$ cat config.mk
export PLATFORM = sky130hd
export DESIGN_NAME = ac_motor_run_sequencer
export DESIGN_NICKNAME = d
export VERILOG_FILES = /design/src/rtl/ac_motor_run_sequencer_pkg.sv /design/src/rtl/ac_motor_run_sequencer_ramp_limiter.sv /design/src/rtl/ac_motor_run_sequencer.sv
export SDC_FILE = /design/constraint.sdc
export NUM_CORES = 1
export LEC_CHECK = 0
export ABC_CLOCK_PERIOD_IN_PS = 4240
export CAP_MARGIN = 5
export CORE_ASPECT_RATIO = 0.5
export CORE_MARGIN = 2
export CORE_UTILIZATION = 25
export DETAILED_ROUTE_END_ITERATION = 8
export PLACE_DENSITY = 0.48
export SYNTH_ARGS = -nofsm -noshare
export SYNTH_HDL_FRONTEND = slang
export SYNTH_SLANG_ARGS = --single-unit
$ cat constraint.sdc
create_clock -name clk -period 4.24 [get_ports clk]
set_input_delay 0.636 -clock clk [delete_from_list [all_inputs] [get_ports clk]]
set_output_delay 0.636 -clock clk [all_outputs]
set_load 0.02 [all_outputs]
$ cat src/rtl/ac_motor_run_sequencer_pkg.sv
// Shared definitions for the AC motor run/stop sequencer: state codes and
// gate-vector bit positions used wherever shoot-through is detected.
package ac_motor_run_sequencer_pkg;

  typedef enum logic [2:0] {
    ST_IDLE      = 3'd0,
    ST_BOOT      = 3'd1,
    ST_RAMP_UP   = 3'd2,
    ST_RUN       = 3'd3,
    ST_RAMP_DOWN = 3'd4,
    ST_FAULT     = 3'd5
  } state_e;

  // Gate vector is {s1_high, s1_low, s2_high, s2_low, s3_high, s3_low}.
  localparam int S1_HIGH = 5;
  localparam int S1_LOW  = 4;
  localparam int S2_HIGH = 3;
  localparam int S2_LOW  = 2;
  localparam int S3_HIGH = 1;
  localparam int S3_LOW  = 0;

  function automatic logic gateOverlap(input logic [5:0] g);
    return (g[S1_HIGH] & g[S1_LOW]) |
           (g[S2_HIGH] & g[S2_LOW]) |
           (g[S3_HIGH] & g[S3_LOW]);
  endfunction

endpackage

$ cat src/rtl/ac_motor_run_sequencer_ramp_limiter.sv
// Rate limiter: every RAMP_DIV enabled cycles the value moves toward the
// target by at most RAMP_STEP, clamped so it never overshoots or wraps.
module ac_motor_ramp_limiter #(
  parameter int PW        = 12,
  parameter int RAMP_DIV  = 1000,
  parameter int RAMP_STEP = 1
) (
  input  logic          clk,
  input  logic          reset,
  input  logic          clr,
  input  logic          zero,
  input  logic          step_en,
  input  logic [PW-1:0] target,
  output logic [PW-1:0] value
);

  localparam int DW = (RAMP_DIV > 1) ? $clog2(RAMP_DIV) : 1;
  localparam logic [DW-1:0] DIV_LAST = DW'(RAMP_DIV - 1);
  localparam logic [PW:0]   STEP_W   = (PW + 1)'(RAMP_STEP);

  logic [DW-1:0] div_q;
  logic [PW-1:0] value_q;
  logic [PW-1:0] stepped;
  logic [PW:0]   upSum;
  logic [PW:0]   dnDiff;

  // The extra top bit catches carry/borrow so the step clamps at the target.
  always_comb begin
    upSum   = {1'b0, value_q} + STEP_W;
    dnDiff  = {1'b0, value_q} - STEP_W;
    stepped = value_q;
    if (target > value_q) begin
      stepped = (upSum > {1'b0, target}) ? target : upSum[PW-1:0];
    end else if (target < value_q) begin
      stepped = (dnDiff[PW] || (dnDiff[PW-1:0] < target)) ? target : dnDiff[PW-1:0];
    end
  end

  always_ff @(posedge clk or posedge reset) begin
    if (reset) begin
      div_q   <= '0;
      value_q <= '0;
    end else begin
      if (zero) begin
        value_q <= '0;
      end else if (step_en && !clr && (div_q == DIV_LAST)) begin
        value_q <= stepped;
      end
      if (clr || zero) begin
        div_q <= '0;
      end else if (step_en) begin
        div_q <= (div_q == DIV_LAST) ? '0 : div_q + 1'b1;
      end
    end
  end

  assign value = value_q;

endmodule

$ cat src/rtl/ac_motor_run_sequencer.sv
// Run/stop sequencer for the inverter chain: bootstrap hold, rate-limited
// power ramps, controlled stop and a latched shoot-through fault.
module ac_motor_run_sequencer
  import ac_motor_run_sequencer_pkg::*;
#(
  parameter int PW           = 12,
  parameter int RAMP_DIV     = 1000,
  parameter int RAMP_STEP    = 1,
  parameter int BOOT_CYCLES  = 2000,
  parameter int FAULT_FILTER = 2
) (
  input  logic          clk,
  input  logic          reset,
  input  logic          start,
  input  logic          stop,
  input  logic          fault_clear,
  input  logic [PW-1:0] target_power,
  input  logic [5:0]    gate,
  output logic [PW-1:0] power_out,
  output logic          enable_out,
  output logic          running,
  output logic          fault,
  output logic [2:0]    state
);

  localparam int BW = (BOOT_CYCLES > 1) ? $clog2(BOOT_CYCLES) : 1;
  localparam int SW = $clog2(FAULT_FILTER + 1);
  localparam logic [BW-1:0] BOOT_LAST = BW'(BOOT_CYCLES - 1);
  localparam logic [SW-1:0] SHOOT_MAX = SW'(FAULT_FILTER);

  state_e        state_q, state_d;
  logic [BW-1:0] bootCnt_q;
  logic [SW-1:0] shootCnt_q, shootCnt_d;
  logic          enable_q, running_q, fault_q;
  logic          go, trip;
  logic          rampClr, rampZero, rampStep;
  logic [PW-1:0] rampTarget, powerVal;

  // Trip outranks every request; stop (or start dropping) outranks start.
  always_comb begin
    go         = start & ~stop;
    shootCnt_d = '0;
    if (gateOverlap(gate) && enable_q) begin
      shootCnt_d = (shootCnt_q == SHOOT_MAX) ? SHOOT_MAX : shootCnt_q + 1'b1;
    end
    trip    = (shootCnt_d == SHOOT_MAX);
    state_d = state_q;
    if (trip) begin
      state_d = ST_FAULT;
    end else begin
      case (state_q)
        ST_IDLE:      if (go) state_d = ST_BOOT;
        ST_BOOT:      if (!go) state_d = ST_IDLE;
                      else if (bootCnt_q == BOOT_LAST) state_d = ST_RAMP_UP;
        ST_RAMP_UP:   if (!go) state_d = ST_RAMP_DOWN;
                      else if (powerVal == target_power) state_d = ST_RUN;
        ST_RUN:       if (!go) state_d = ST_RAMP_DOWN;
        ST_RAMP_DOWN: if (go) state_d = ST_RAMP_UP;
                      else if (powerVal == '0) state_d = ST_IDLE;
        ST_FAULT:     if (fault_clear && !start) state_d = ST_IDLE;
        default:      state_d = ST_IDLE;
      endcase
    end
  end

  assign rampClr    = (state_d != state_q);
  assign rampZero   = (state_d == ST_IDLE) || (state_d == ST_BOOT) || (state_d == ST_FAULT);
  assign rampStep   = (state_q == ST_RAMP_UP) || (state_q == ST_RUN) || (state_q == ST_RAMP_DOWN);
  assign rampTarget = (state_q == ST_RAMP_DOWN) ? '0 : target_power;

  ac_motor_ramp_limiter #(
    .PW        (PW),
    .RAMP_DIV  (RAMP_DIV),
    .RAMP_STEP (RAMP_STEP)
  ) u_ramp (
    .clk     (clk),
    .reset   (reset),
    .clr     (rampClr),
    .zero    (rampZero),
    .step_en (rampStep),
    .target  (rampTarget),
    .value   (powerVal)
  );

  always_ff @(posedge clk or posedge reset) begin
    if (reset) begin
      state_q    <= ST_IDLE;
      bootCnt_q  <= '0;
      shootCnt_q <= '0;
      enable_q   <= 1'b0;
      running_q  <= 1'b0;
      fault_q    <= 1'b0;
    end else begin
      state_q    <= state_d;
      shootCnt_q <= shootCnt_d;
      if (state_d != state_q) begin
        bootCnt_q <= '0;
      end else if (state_q == ST_BOOT) begin
        bootCnt_q <= bootCnt_q + 1'b1;
      end
      enable_q  <= (state_d == ST_BOOT) || (state_d == ST_RAMP_UP) ||
                   (state_d == ST_RUN) || (state_d == ST_RAMP_DOWN);
      running_q <= (state_d == ST_RUN);
      fault_q   <= (state_d == ST_FAULT);
    end
  end

  assign power_out  = powerVal;
  assign enable_out = enable_q;
  assign running    = running_q;
  assign fault      = fault_q;
  assign state      = state_q;

endmodule

==> impl_metrics.env <==
export IMPL_status="finished clean"
export IMPL_postSynth_asyncResetShare_pct=100
export IMPL_dr_wl_met2_um=4800
export IMPL_hold_path_class="reg -> reg"
export IMPL_finalHoldViolations=0
export IMPL_start_util_pct=25.6
export IMPL_slew_headroom_pct=38.4
export IMPL_syn_area_mm2=0.00369
export IMPL_antenna_found_initial=0
export IMPL_dr_max_layer_used="met4"
export IMPL_viasPerCell=4.71
export IMPL_criticalPathCategory="reg -> reg"
export IMPL_worstSetupEndpoint="u_ramp.value[0]"
export IMPL_final_cell_mix="nor2_1 (55), nand2_1 (45), dfrtp_1 (41), ha_1 (40), clkdlybuf4s50_1 (40)"
export IMPL_final_cell_count_no_fill=685
export IMPL_grt_max_degree=42
export IMPL_ant_nets=0
export IMPL_crit_chain="or3b_1 -> nand2_1 -> inv_1 -> ha_1 -> a21oi_1 -> o21ai_0 -> a2111o_1 -> o21a_1 -> a21oi_1 -> mux2i_1 -> mux2i_1"
export IMPL_drc=0
export IMPL_fin_crit_ps=3820
export IMPL_root_buffer="clkbuf_16"
export IMPL_drt_pass1_iterations=4
export IMPL_syn_nets=505
export IMPL_grt_usage_pct=13.4
export IMPL_drive_above_1_share_pct=5.13
export IMPL_cpPeakStageDelay_ps=610
export IMPL_port_buffers=40
export IMPL_startpoint="state[0]"
export IMPL_grt_pass1_vias=3314
export IMPL_setup_tns_final_ps=0
export IMPL_setup_viol=0
export IMPL_ys_warn_count=0
export IMPL_cts_tree="done"
export IMPL_die_h_um=89.9
export IMPL_worstSetupPathDepth=11
export IMPL_coreArea_mm2=0.0144
export IMPL_dr_first_iter_drc_count=140
export IMPL_ys_types=48
export IMPL_path_clk_slew_ps=60
export IMPL_worst_ep_arrival_time_ps=3960
export IMPL_crit_required_ps=4380
export IMPL_rr_startpoint="state[0]"
export IMPL_worst_path_buf_inv=1
export IMPL_cts_hold_buffers=0
export IMPL_endpoint_kind="flop"
export IMPL_peakVddDrop_uv=227
export IMPL_synthCells=442
export IMPL_r2r_cells=11
export IMPL_p_per_area_mw_per_mm2=214
export IMPL_cts_buffer_depth=2
export IMPL_crit_fanout=14
export IMPL_skew_ps=3.52
export IMPL_dieArea_mm2=0.0158
export IMPL_cts_setup_buffers=0
export IMPL_drv_slew=0
export IMPL_place_inst=677
export IMPL_hpwl_um=8400
export IMPL_cp_slowest_cell="or3b_1"
export IMPL_wl_met3_um=263
export IMPL_postLayoutCoreUtil_pct=31.5
export IMPL_cts_sinks=41
export IMPL_area_growth_pct=23.1
export IMPL_critical_path_top_delay_family="compound AO/OA/AOI/OAI gates"
export IMPL_totalWireLength_um=10400
export IMPL_synth_seq_cells=41
export IMPL_vias=3227
export IMPL_ios=41
export IMPL_final_common_cell="nor2_1"
export IMPL_insertion_delay_ps=280
export IMPL_period_share_pct=90.2
export IMPL_fin_nets=549
export IMPL_grt_overflow_total=0
export IMPL_p_leak_uw=0.00206
export IMPL_syn_mean_instance_area_um2=8.35
export IMPL_cts_resized=0
export IMPL_place_congestion=0.832
export IMPL_diodes=0
export IMPL_start_kind="flop"
export IMPL_wl_per_cell_um=15.2
export IMPL_worst_hold_slack_ps=451
export IMPL_cts_made_buffers=5
export IMPL_grt_setup_unrepaired="no"
export IMPL_cts_htree_levels=2
export IMPL_grt_pass1_wl_um=17100
export IMPL_drv_cap=0
export IMPL_fmax_mhz=262
export IMPL_met1Wirelength_um=5240
export IMPL_core_rowCount=31
export IMPL_min_path_cells=1
export IMPL_synth_edff_count=0
export IMPL_synth_sequential_area_ratio_pct=27.8
export IMPL_reg2reg_to="u_ramp.value[0]"
export IMPL_synth_ff_type="dfrtp_1"
export IMPL_tightest_slew_ps=921
export IMPL_rrSetupSlack_ps=420
export IMPL_die_w_um=176
kinds of logic (layout without fill, tap and decap cells):
logic type	after synthesis	count (layout)	synth area share [%]
muxes	14	14	3.80
AOI/OAI and AO/OA	61	61	12.2
buffers and inverters	49	94	5.29
adders and majority gates	40	40	13.6
DFF	41	41	27.8
and+or+nand+nor	186	186	25.3
xor gates and xnor gates	51	51	12.1
layer usage:
| metal | vias up | global-route usage [%] |
|---|---|---|
| met5 | - | 0 |
| met4 | 0 | 3.10 |
| met3 | 9 | 1.31 |
| met2 | 44 | 22.0 |
| met1 | 1535 | 18.9 |
| li1 | 1639 | - |
worst min path at each step:
stage / from / slack, ps / end
after floorplan: u_ramp.div_q[0] / 430 / u_ramp.div_q[0]
after global placement: u_ramp.div_q[0] / 450 / u_ramp.div_q[0]
after detailed placement: u_ramp.div_q[0] / 450 / u_ramp.div_q[0]
after CTS: u_ramp.div_q[0] / 460 / u_ramp.div_q[0]
after global routing: u_ramp.div_q[0] / 490 / u_ramp.div_q[0]
final: u_ramp.div_q[0] / 450 / u_ramp.div_q[0]
Yosys cell counts (all sizes together), types with 3 or more instances:
cell / count / area share (%)
a211oi: 3 / 0.61
a21o: 4 / 0.81
a21oi: 11 / 1.5
a221o: 4 / 1.1
a221oi: 3 / 0.71
a32oi: 5 / 1.2
and3: 10 / 1.7
buf: 4 / 0.71
clkbuf: 13 / 1.3
dfrtp: 41 / 28
ha: 40 / 14
inv: 32 / 3.3
mux2i: 14 / 3.8
nand2: 45 / 4.6
nand2b: 3 / 0.51
nand3: 14 / 1.9
nand4: 11 / 1.9
nor2: 55 / 5.6
nor2b: 6 / 1.0
nor3: 15 / 2.0
nor3b: 7 / 1.4
nor4: 5 / 0.85
o211ai: 4 / 0.81
o21a: 4 / 0.81
o21ai: 10 / 1.4
o32ai: 3 / 0.71
xnor2: 30 / 7.1
xor2: 21 / 5.0
report_power, final:
group          switching [uW]  internal (uW)  leakage [uW]
combinational            93.4           69.5       0.00141
clock                     154            252     0.0000805
sequential               5.12            398      0.000569
stage by stage:
stage | setup WS (ps) | cell area (um2) | total power (uW)
finish | 417 | 4540 | 972
global route | 264 | 4540 | 1020
CTS | 425 | 4540 | 987
detailed placement | 350 | 4380 | 573
global placement | 430 | 4380 | 572
floorplan | 553 | 3690 | 507
state kept, by name, summed over array words and instances (netlist names):
| register | flops |
|---|---|
| u_ramp.div_q | 10 |
| u_ramp.value | 12 |
| state | 3 |
| running | 1 |
| enable_out | 1 |
| shootCnt_q | 2 |
| bootCnt_q | 11 |
| fault | 1 |
area by class of cell:
| type | count | area (um2) |
|---|---|---|
| clock buffers | 7 | 153 |
| repair buffers | 54 | 518 |
| well taps | 198 | 248 |
| inverters | 32 | 120 |
| fillers | 1539 | 9890 |
| clock inverters | 1 | 8.76 |
| multi-input cells | 352 | 2470 |
| flip-flops and latches | 41 | 1030 |
No activity file was read; power rests on OpenSTA's default activity.
